[src/rtl/s3g_tx.sv]
// s3g_tx: S3G packet transmitter.
// Frames the contents of a 256x8 payload RAM as SYNC, LEN, payload bytes and
// CRC-8 (Maxim, reflected 0x31, init 0x00, payload only). It hands the frame
// one byte at a time to a UART through a tx_start/tx_busy handshake.
//   clk, rst          : rising-edge clock, asynchronous active-high reset
//   wr_en/addr/data   : payload RAM write port (ignored while busy)
//   send, send_len    : start strobe and payload length (sampled while idle)
//   busy, packet_sent : frame in flight / one-cycle completion pulse
//   tx_data, tx_start : registered byte and load strobe to the UART
//   tx_busy           : UART busy indication
module s3g_tx #(
    parameter logic [7:0] SYNC_BYTE = 8'hD5
) (
    input  logic       clk,
    input  logic       rst,
    input  logic       wr_en,
    input  logic [7:0] wr_addr,
    input  logic [7:0] wr_data,
    input  logic       send,
    input  logic [7:0] send_len,
    output logic       busy,
    output logic       packet_sent,
    output logic [7:0] tx_data,
    output logic       tx_start,
    input  logic       tx_busy
);

    typedef enum logic [2:0] {
        S_IDLE = 3'd0,
        S_SYNC = 3'd1,
        S_LEN  = 3'd2,
        S_DATA = 3'd3,
        S_CRC  = 3'd4,
        S_DONE = 3'd5
    } state_t;

    state_t     state_q, state_d;
    logic [7:0] len_q, len_d;
    logic [7:0] cnt_q, cnt_d;
    logic [7:0] rd_addr_q, rd_addr_d;
    logic [7:0] crc_q, crc_d;
    logic       busy_q, busy_d;
    logic       packet_sent_q, packet_sent_d;
    logic [7:0] tx_data_q, tx_data_d;
    logic       tx_start_q, tx_start_d;

    logic [7:0] mem [256];
    logic [7:0] rd_data_q;
    logic       tx_ready;

    // Bit-serial reflected CRC-8 step over one byte, LSB first.
    function automatic logic [7:0] nextCRC8_D8(input logic [7:0] data, input logic [7:0] crc);
        logic [7:0] c;
        logic       fb;
        c = crc;
        for (int unsigned i = 0; i < 8; i++) begin
            fb = c[0] ^ data[i];
            c  = {1'b0, c[7:1]} ^ (fb ? 8'h8C : 8'h00);
        end
        return c;
    endfunction

    // The cycle after a tx_start is a guard cycle: it gives the UART time to
    // raise tx_busy and covers the one-cycle RAM read latency after rd_addr moves.
    assign tx_ready = !tx_busy && !tx_start_q;

    // Payload RAM; writes are locked out while a frame is in flight.
    always_ff @(posedge clk) begin
        if (wr_en && !busy_q) begin
            mem[wr_addr] <= wr_data;
        end
        rd_data_q <= mem[rd_addr_q];
    end

    always_comb begin
        state_d       = state_q;
        len_d         = len_q;
        cnt_d         = cnt_q;
        rd_addr_d     = rd_addr_q;
        crc_d         = crc_q;
        busy_d        = busy_q;
        packet_sent_d = 1'b0;
        tx_data_d     = tx_data_q;
        tx_start_d    = 1'b0;
        case (state_q)
            S_IDLE: begin
                if (send) begin
                    len_d     = send_len;
                    crc_d     = '0;
                    rd_addr_d = '0;
                    busy_d    = 1'b1;
                    state_d   = S_SYNC;
                end
            end
            S_SYNC: begin
                if (tx_ready) begin
                    tx_data_d  = SYNC_BYTE;
                    tx_start_d = 1'b1;
                    state_d    = S_LEN;
                end
            end
            S_LEN: begin
                if (tx_ready) begin
                    tx_data_d  = len_q;
                    tx_start_d = 1'b1;
                    cnt_d      = len_q;
                    state_d    = (len_q == 8'd0) ? S_CRC : S_DATA;
                end
            end
            S_DATA: begin
                if (tx_ready) begin
                    tx_data_d  = rd_data_q;
                    tx_start_d = 1'b1;
                    crc_d      = nextCRC8_D8(rd_data_q, crc_q);
                    rd_addr_d  = rd_addr_q + 8'd1;
                    cnt_d      = cnt_q - 8'd1;
                    if (cnt_q == 8'd1) begin
                        state_d = S_CRC;
                    end
                end
            end
            S_CRC: begin
                if (tx_ready) begin
                    tx_data_d  = crc_q;
                    tx_start_d = 1'b1;
                    state_d    = S_DONE;
                end
            end
            S_DONE: begin
                if (tx_ready) begin
                    packet_sent_d = 1'b1;
                    busy_d        = 1'b0;
                    state_d       = S_IDLE;
                end
            end
            default: begin
                busy_d  = 1'b0;
                state_d = S_IDLE;
            end
        endcase
    end

    always_ff @(posedge clk or posedge rst) begin
        if (rst) begin
            state_q       <= S_IDLE;
            len_q         <= '0;
            cnt_q         <= '0;
            rd_addr_q     <= '0;
            crc_q         <= '0;
            busy_q        <= 1'b0;
            packet_sent_q <= 1'b0;
            tx_data_q     <= '0;
            tx_start_q    <= 1'b0;
        end else begin
            state_q       <= state_d;
            len_q         <= len_d;
            cnt_q         <= cnt_d;
            rd_addr_q     <= rd_addr_d;
            crc_q         <= crc_d;
            busy_q        <= busy_d;
            packet_sent_q <= packet_sent_d;
            tx_data_q     <= tx_data_d;
            tx_start_q    <= tx_start_d;
        end
    end

    assign busy        = busy_q;
    assign packet_sent = packet_sent_q;
    assign tx_data     = tx_data_q;
    assign tx_start    = tx_start_q;

endmodule

[config.mk]
export PLATFORM = sky130hd
export DESIGN_NAME = s3g_tx
export DESIGN_NICKNAME = d
export VERILOG_FILES = /design/src/rtl/s3g_tx.sv
export SDC_FILE = /design/constraint.sdc
export NUM_CORES = 2
export LEC_CHECK = 0
export BUFFER_PORTS_ARGS = -buffer_cell sky130_fd_sc_hd__buf_4
export CAP_MARGIN = 25
export CORE_AREA = 2 2 420 505
export DETAILED_ROUTE_END_ITERATION = 6
export DIE_AREA = 0 0 422 507
export HOLD_SLACK_MARGIN = 0.12
export PLACE_DENSITY = 0.57
export SLEW_MARGIN = 20
export SYNTH_ARGS = -nofsm -noshare
export SYNTH_HDL_FRONTEND = slang
export SYNTH_SLANG_ARGS = --single-unit
[constraint.sdc]
create_clock -name clk -period 3.2 [get_ports clk]
set_input_delay 0.32 -clock clk [delete_from_list [all_inputs] [get_ports clk]]
set_output_delay 0.32 -clock clk [all_outputs]
set_load 0.1 [all_outputs]
* Yosys cells after proc, flatten, opt, wreduce, memory -nomap -nowiden
Memory sizes are Yosys's and may differ from the RTL's. A register that Yosys moved wholly into a read port is not among the register bits. Cells that the tools add are included.
Word-level totals: register bits 46, bits of input ports 29, word-level logic and storage cells 96, RAM bits 2048, memories kept 1
Operators by class: $add $sub $neg 2, reductions and logical operators 17, bitwise operators 17, eq/ne operators 13, multiplexer cells 37
Memory list:
- mem | depth 256, bits a word 8, rd ports 1, clocked after memory_dff 1, write ports 1, RTL line 47 | logic [7:0] mem [256];
Operator list (number):
- 8-bit two-way mux | 16
- 7-bit by 8-bit bitwise XOR with 8-bit output | 8
- 8-bit one-hot mux with 2 select lines | 3
- 8-bit one-hot mux with 4 select lines | 1
- 3-bit two-way mux | 8
- 3-bit one-hot mux with 6 select lines | 1
- 2-bit != test, second input constant | 7
- 3-bit AND reduction | 3
- 8-bit by 1-bit adder with 8-bit output, second input constant | 1
- 8-bit by 1-bit == test with 1-bit output, second input constant | 1
- 8-bit zero test | 1
- 8-bit by 1-bit subtractor with 8-bit output, second input constant | 1
- 1-bit bitwise XOR | 8
- 1-bit two-way mux | 7
- 7-bit AND reduction | 1
- 3-bit by 2-bit == test with 1-bit output, second input constant | 2
- 3-bit == test, second input constant | 2
- 5-bit AND reduction | 1
- 2-bit nonzero test | 2
- 4-bit nonzero test | 1
- 4-bit OR reduction | 1
- 3-bit by 1-bit == test with 1-bit output, second input constant | 1
- 1-bit zero test | 3
- 3-bit zero test | 1
- 4 further kinds | 5

* Logic depth before layout (Yosys ltp)
word-level depth 26, mapped depth 12, depth with buffers taken out 7

* Least setup slack after synthesis
No wires, ideal clock.
kind reg-to-reg, start register busy_q (netlist: busy), end memory mem[112][0] (enable), stages on the path, launching flop included 7, buffers on the path 3, setup slack 0.492 ns, setup time 0.370 ns, required time 2.830 ns, clock period less this slack 2.708 ns, arrival 2.338 ns, cell sequence dfrtp_1 nor2b_1 clkbuf_1 buf_1 nand3_1 clkbuf_1 nor2_1
Between the ends: longest elaborated chain between the ends 4
Ends and longest elaborated chain:
- start, declared | RTL line 42 | logic busy_q, busy_d;
- start signal, assigned | RTL line 160 | busy_q <= busy_d;
- 1-bit zero test | RTL line 69 | if (wr_en && !busy_q) begin
- 1-bit logical AND | RTL line 69
- 1-bit two-way mux | RTL line 69
- 1-bit two-way mux (implied by the code) | RTL line 70 | mem[wr_addr] <= wr_data;
- end, declared | RTL line 47
Every way passes these cells.

==> insert_results.sql <==
INSERT INTO impl_metrics (metric_group, metric, value, unit) VALUES
('run_status', 'outcome', 'finished clean', ''),
('place', 'port_buffer_count', '39', ''),
('clock_tree', 'max-clock-path-buffers', '3', ''),
('finish', 'drive_gt1_share', '27.1', '%'),
('global_routing', 'grt-ovfl-total', '0', ''),
('routing', 'detailedRoute.firstPassIterationCount', '5', ''),
('logic_synthesis', 'ys_ff_latch', '2102', ''),
('logic_synthesis', 'mappedNetlistNets', '4255', ''),
('finish', 'layout_commonest_cell', 'sky130_fd_sc_hd__edfxtp_1', ''),
('critical_path', 'timing_endpoint_of_the_critical_path', 'rd_data_q[3]', ''),
('critical_path', 'crit_type', 'reg2reg', ''),
('floorplanning', 'num_io_pins', '40', ''),
('global_routing', 'grt_max_degree', '121', ''),
('floorplanning', 'chipHeight', '507', 'um'),
('place', 'post-place-ws', '-0.307', 'ns'),
('logic_synthesis', 'synth-seq-area-share', '75.5', '%'),
('place', 'hpwl', '151', 'mm'),
('clock_tree', 'ctsRootBufferMaster', 'sky130_fd_sc_hd__clkbuf_16', ''),
('critical_path', 'reg2reg_from', 'rd_addr_q[0]', ''),
('floorplanning', 'placementRows', '184', ''),
('logic_synthesis', 'yosysTopAreaCellShare', '73.9', '%'),
('floorplanning', 'floorplan.die_area', '214000', 'um^2'),
('routing', 'detailedRoute.firstIterationViolations', '4939', ''),
('sta', 'final_min_period_over_clock_period', '99.9', '%'),
('critical_path', 'timing.critical_path.slowest_cell_delay', '0.60', 'ns'),
('critical_path', 'path_cells', 'buf_12 -> buf_12 -> buf_4 -> mux4_2 -> a211o_1 -> a21oi_2 -> buf_4 -> a2111oi_2 -> nand4_1 -> nor4_2', ''),
('min_path', 'hold_path.class', 'in2reg', ''),
('logic_synthesis', 'synth_edf_count', '2048', ''),
('clock_tree', 'clk_transition_reported_paths', '0.06', 'ns'),
('sta', 'clock.fmax', '313', 'MHz'),
('clock_tree', 'cts.htree.levels', '4', ''),
('place', 'routabilityCongestion', '0.862', ''),
('pwr', 'report.power.total', '70800', 'uW'),
('sta', 'timing.final.crit_period', '3.20', 'ns'),
('global_routing', 'grt_use_total', '21.4', '%'),
('clock_tree', 'clk_latency', '0.86', 'ns'),
('critical_path', 'cp_max_fo', '24', ''),
('pwr', 'sequentialPowerShare', '43.8', '%'),
('finish', 'layout.cell_area.non_filler', '97700', 'um^2'),
('pwr', 'share_clk_of_total_power', '33.7', '%'),
('floorplanning', 'die-width', '422', 'um'),
('pwr', 'power.switching', '19800', 'uW'),
('routing', 'totalWireLength', '232', 'mm'),
('logic_synthesis', 'synth_area_leaders', 'sky130_fd_sc_hd__edfxtp_1 74%, sky130_fd_sc_hd__mux4_2 9.5%, sky130_fd_sc_hd__mux2i_1 3.6%', ''),
('sta', 'fin_skew', '0.0313', 'ns'),
('finish', 'area.growth.synth_to_final', '17.4', '%'),
('logic_synthesis', 'synthArstFlopShare', '2.19', '%'),
('pwr', 'power_density', '725', 'nW/um^2'),
('logic_synthesis', 'syn_area_per_cell', '19.7', 'um^2'),
('critical_path', 'critical_path.startpoint_type', 'flop', ''),
('routing', 'route.detailed.vias_per_inst', '5.68', ''),
('pwr', 'netSwitchingFraction', '27.9', '%'),
('critical_path', 'timing.critical_path.to_type', 'flop', ''),
('logic_synthesis', 'synthesis.instances', '4223', ''),
('finish', 'fin_nets', '4848', ''),
('clock_tree', 'cts_bufs_inserted', '200', ''),
('global_routing', 'antenna_found_initial', '11', ''),
('finish', 'finalCoreUtilization', '46.7', '%'),
('finish', 'fillers', '17557', ''),
('clock_tree', 'cts.sink_count', '2102', ''),
('routing', 'drc', '0', ''),
('sta', 'fin_tns_setup', '0', 'ns'),
('logic_synthesis', 'synth.yosys.warnings', '0', ''),
('sta', 'postLayoutSetupSlackWorst', '0.00205', 'ns'),
('sta', 'setup_viol', '0', ''),
('critical_path', 'timing.reg2reg.setup_slack', '0.002', 'ns'),
('sta', 'report.final.slew_viol_count', '0', ''),
('pwr', 'cell_internal_pwr', '51000', 'uW'),
('critical_path', 'data_arrival_time_at_the_worst_slack_endpoint', '3.92', 'ns'),
('critical_path', 'worstRegToRegCells', '10', ''),
('critical_path', 'critical_path.startpoint', 'rd_addr_q[0]', '');
[sequential cells by signal, indices dropped and copies added (netlist names)]
| register | cells |
|---|---|
| crc_q | 8 |
| len_q | 8 |
| cnt_q | 8 |
| tx_data | 8 |
| tx_start | 1 |
| state_q | 3 |
| rd_addr_q | 8 |
| packet_sent | 1 |
| busy | 1 |
| mem | 2048 |
| rd_data_q | 8 |
[per-layer routing]
layer | track usage, % | up-vias | part of all wire (%)
li1 | - | 18642 | -
met1 | 27.6 | 23515 | 39
met2 | 36.9 | 1607 | 51
met3 | 3.31 | 382 | 6.1
met4 | 7.63 | 18 | 3.6
met5 | 0 | - | 0.047
[through the flow]
| step | hold WS [ns] | cells |
|---|---|---|
| global route | 0.151 | 7774 |
| global placement | 0.494 | 7379 |
| floorplan | 0.419 | 4223 |
| finish | 0.159 | 7778 |
| CTS | 0.129 | 7772 |
| detailed placement | 0.501 | 7380 |
[final cells by class]
class / count / area [um^2] / area share (%)
Antenna cell: 5 / 12.5 / 0.0128
Clock buffer: 237 / 5210 / 5.33
Clock inverter: 132 / 1360 / 1.40
Inverter: 22 / 90.1 / 0.0922
Multi-Input combinational cell: 1837 / 18800 / 19.2
Sequential cell: 2102 / 62800 / 64.3
Tap cell: 2790 / 3490 / 3.57
Timing Repair Buffer: 653 / 5950 / 6.09
[power groups by stage]
stage               clock network [uW]  registers, uW  logic, uW
global route                     25300          31000      16800
floorplan                            0          31700      10300
finish                           23900          31000      15900
CTS                              24200          31000      16000
global placement                     0          31600      15800
detailed placement                   0          31600      15900
[synthesized netlist by cell type (8+ instances only)]
library cell	number
sky130_fd_sc_hd__nor2b_1	22
sky130_fd_sc_hd__o31ai_1	15
sky130_fd_sc_hd__o221ai_1	122
sky130_fd_sc_hd__clkbuf_1	123
sky130_fd_sc_hd__mux4_1	34
sky130_fd_sc_hd__inv_1	21
sky130_fd_sc_hd__nor3_1	48
sky130_fd_sc_hd__dfxtp_1	8
sky130_fd_sc_hd__dfrtp_1	46
sky130_fd_sc_hd__buf_8	21
sky130_fd_sc_hd__buf_1	8
sky130_fd_sc_hd__buf_6	27
sky130_fd_sc_hd__mux4_2	352
sky130_fd_sc_hd__a22o_1	15
sky130_fd_sc_hd__nor2_1	298
sky130_fd_sc_hd__nor4_1	13
sky130_fd_sc_hd__a211oi_1	22
sky130_fd_sc_hd__nand4_1	19
sky130_fd_sc_hd__and2_1	15
sky130_fd_sc_hd__nand3_1	47
sky130_fd_sc_hd__mux2i_1	300
sky130_fd_sc_hd__edfxtp_1	2048
sky130_fd_sc_hd__a221oi_1	18
sky130_fd_sc_hd__a21oi_1	92
sky130_fd_sc_hd__xnor2_1	22
sky130_fd_sc_hd__mux2_2	21
sky130_fd_sc_hd__or3_1	8
sky130_fd_sc_hd__buf_2	38
sky130_fd_sc_hd__buf_4	26
sky130_fd_sc_hd__nand2_1	112
sky130_fd_sc_hd__a22oi_1	16
sky130_fd_sc_hd__buf_12	12
sky130_fd_sc_hd__o21ai_0	54
sky130_fd_sc_hd__o22ai_1	74
[how the worst min path moves through the flow]
stage | startpoint | to | slack [ns]
3_5_place_dp | len_q[2] | len_q[2] | 0.50
4_1_cts | wr_data[2] | mem[135][2] | 0.13
5_1_grt | wr_data[2] | mem[135][2] | 0.15
3_3_place_gp | len_q[2] | len_q[2] | 0.49
2_1_floorplan | wr_data[0] | mem[0][0] | 0.42
6_report | wr_data[3] | mem[187][3] | 0.16
[worst max-delay path: cells and delay by family (launching register included)]
family,cells,cell delay [ns]
buffers and inverters,4,0.87
multiplexers,1,0.60
AO/OA/AOI/OAI,3,0.58
flip-flops,1,0.58
AND/OR/NAND/NOR,2,0.40
[cells by family after synthesis]
group	after synthesis	share of synthesized area (%)
DFF	2102	75.5
muxes	707	14.5
and+or+nand+nor	609	3.24
AOI/OAI and AO/OA	491	4.18
buffers and inverters	284	2.26
xor gates and xnor gates	27	0.284
adders and majority gates	3	0.0451
[timing repair]
action | in CTS | in global routing
pin swaps | 1 | 1
buffers inserted | 1 | 1
resized for setup | 17 | 13
setup endpoints to repair | 6 | 7
endpoints found under the hold margin | 335 | 0
cloned | 0 | 1
hold buffers | 22 | 0
(Power assumes the default switching activity.)
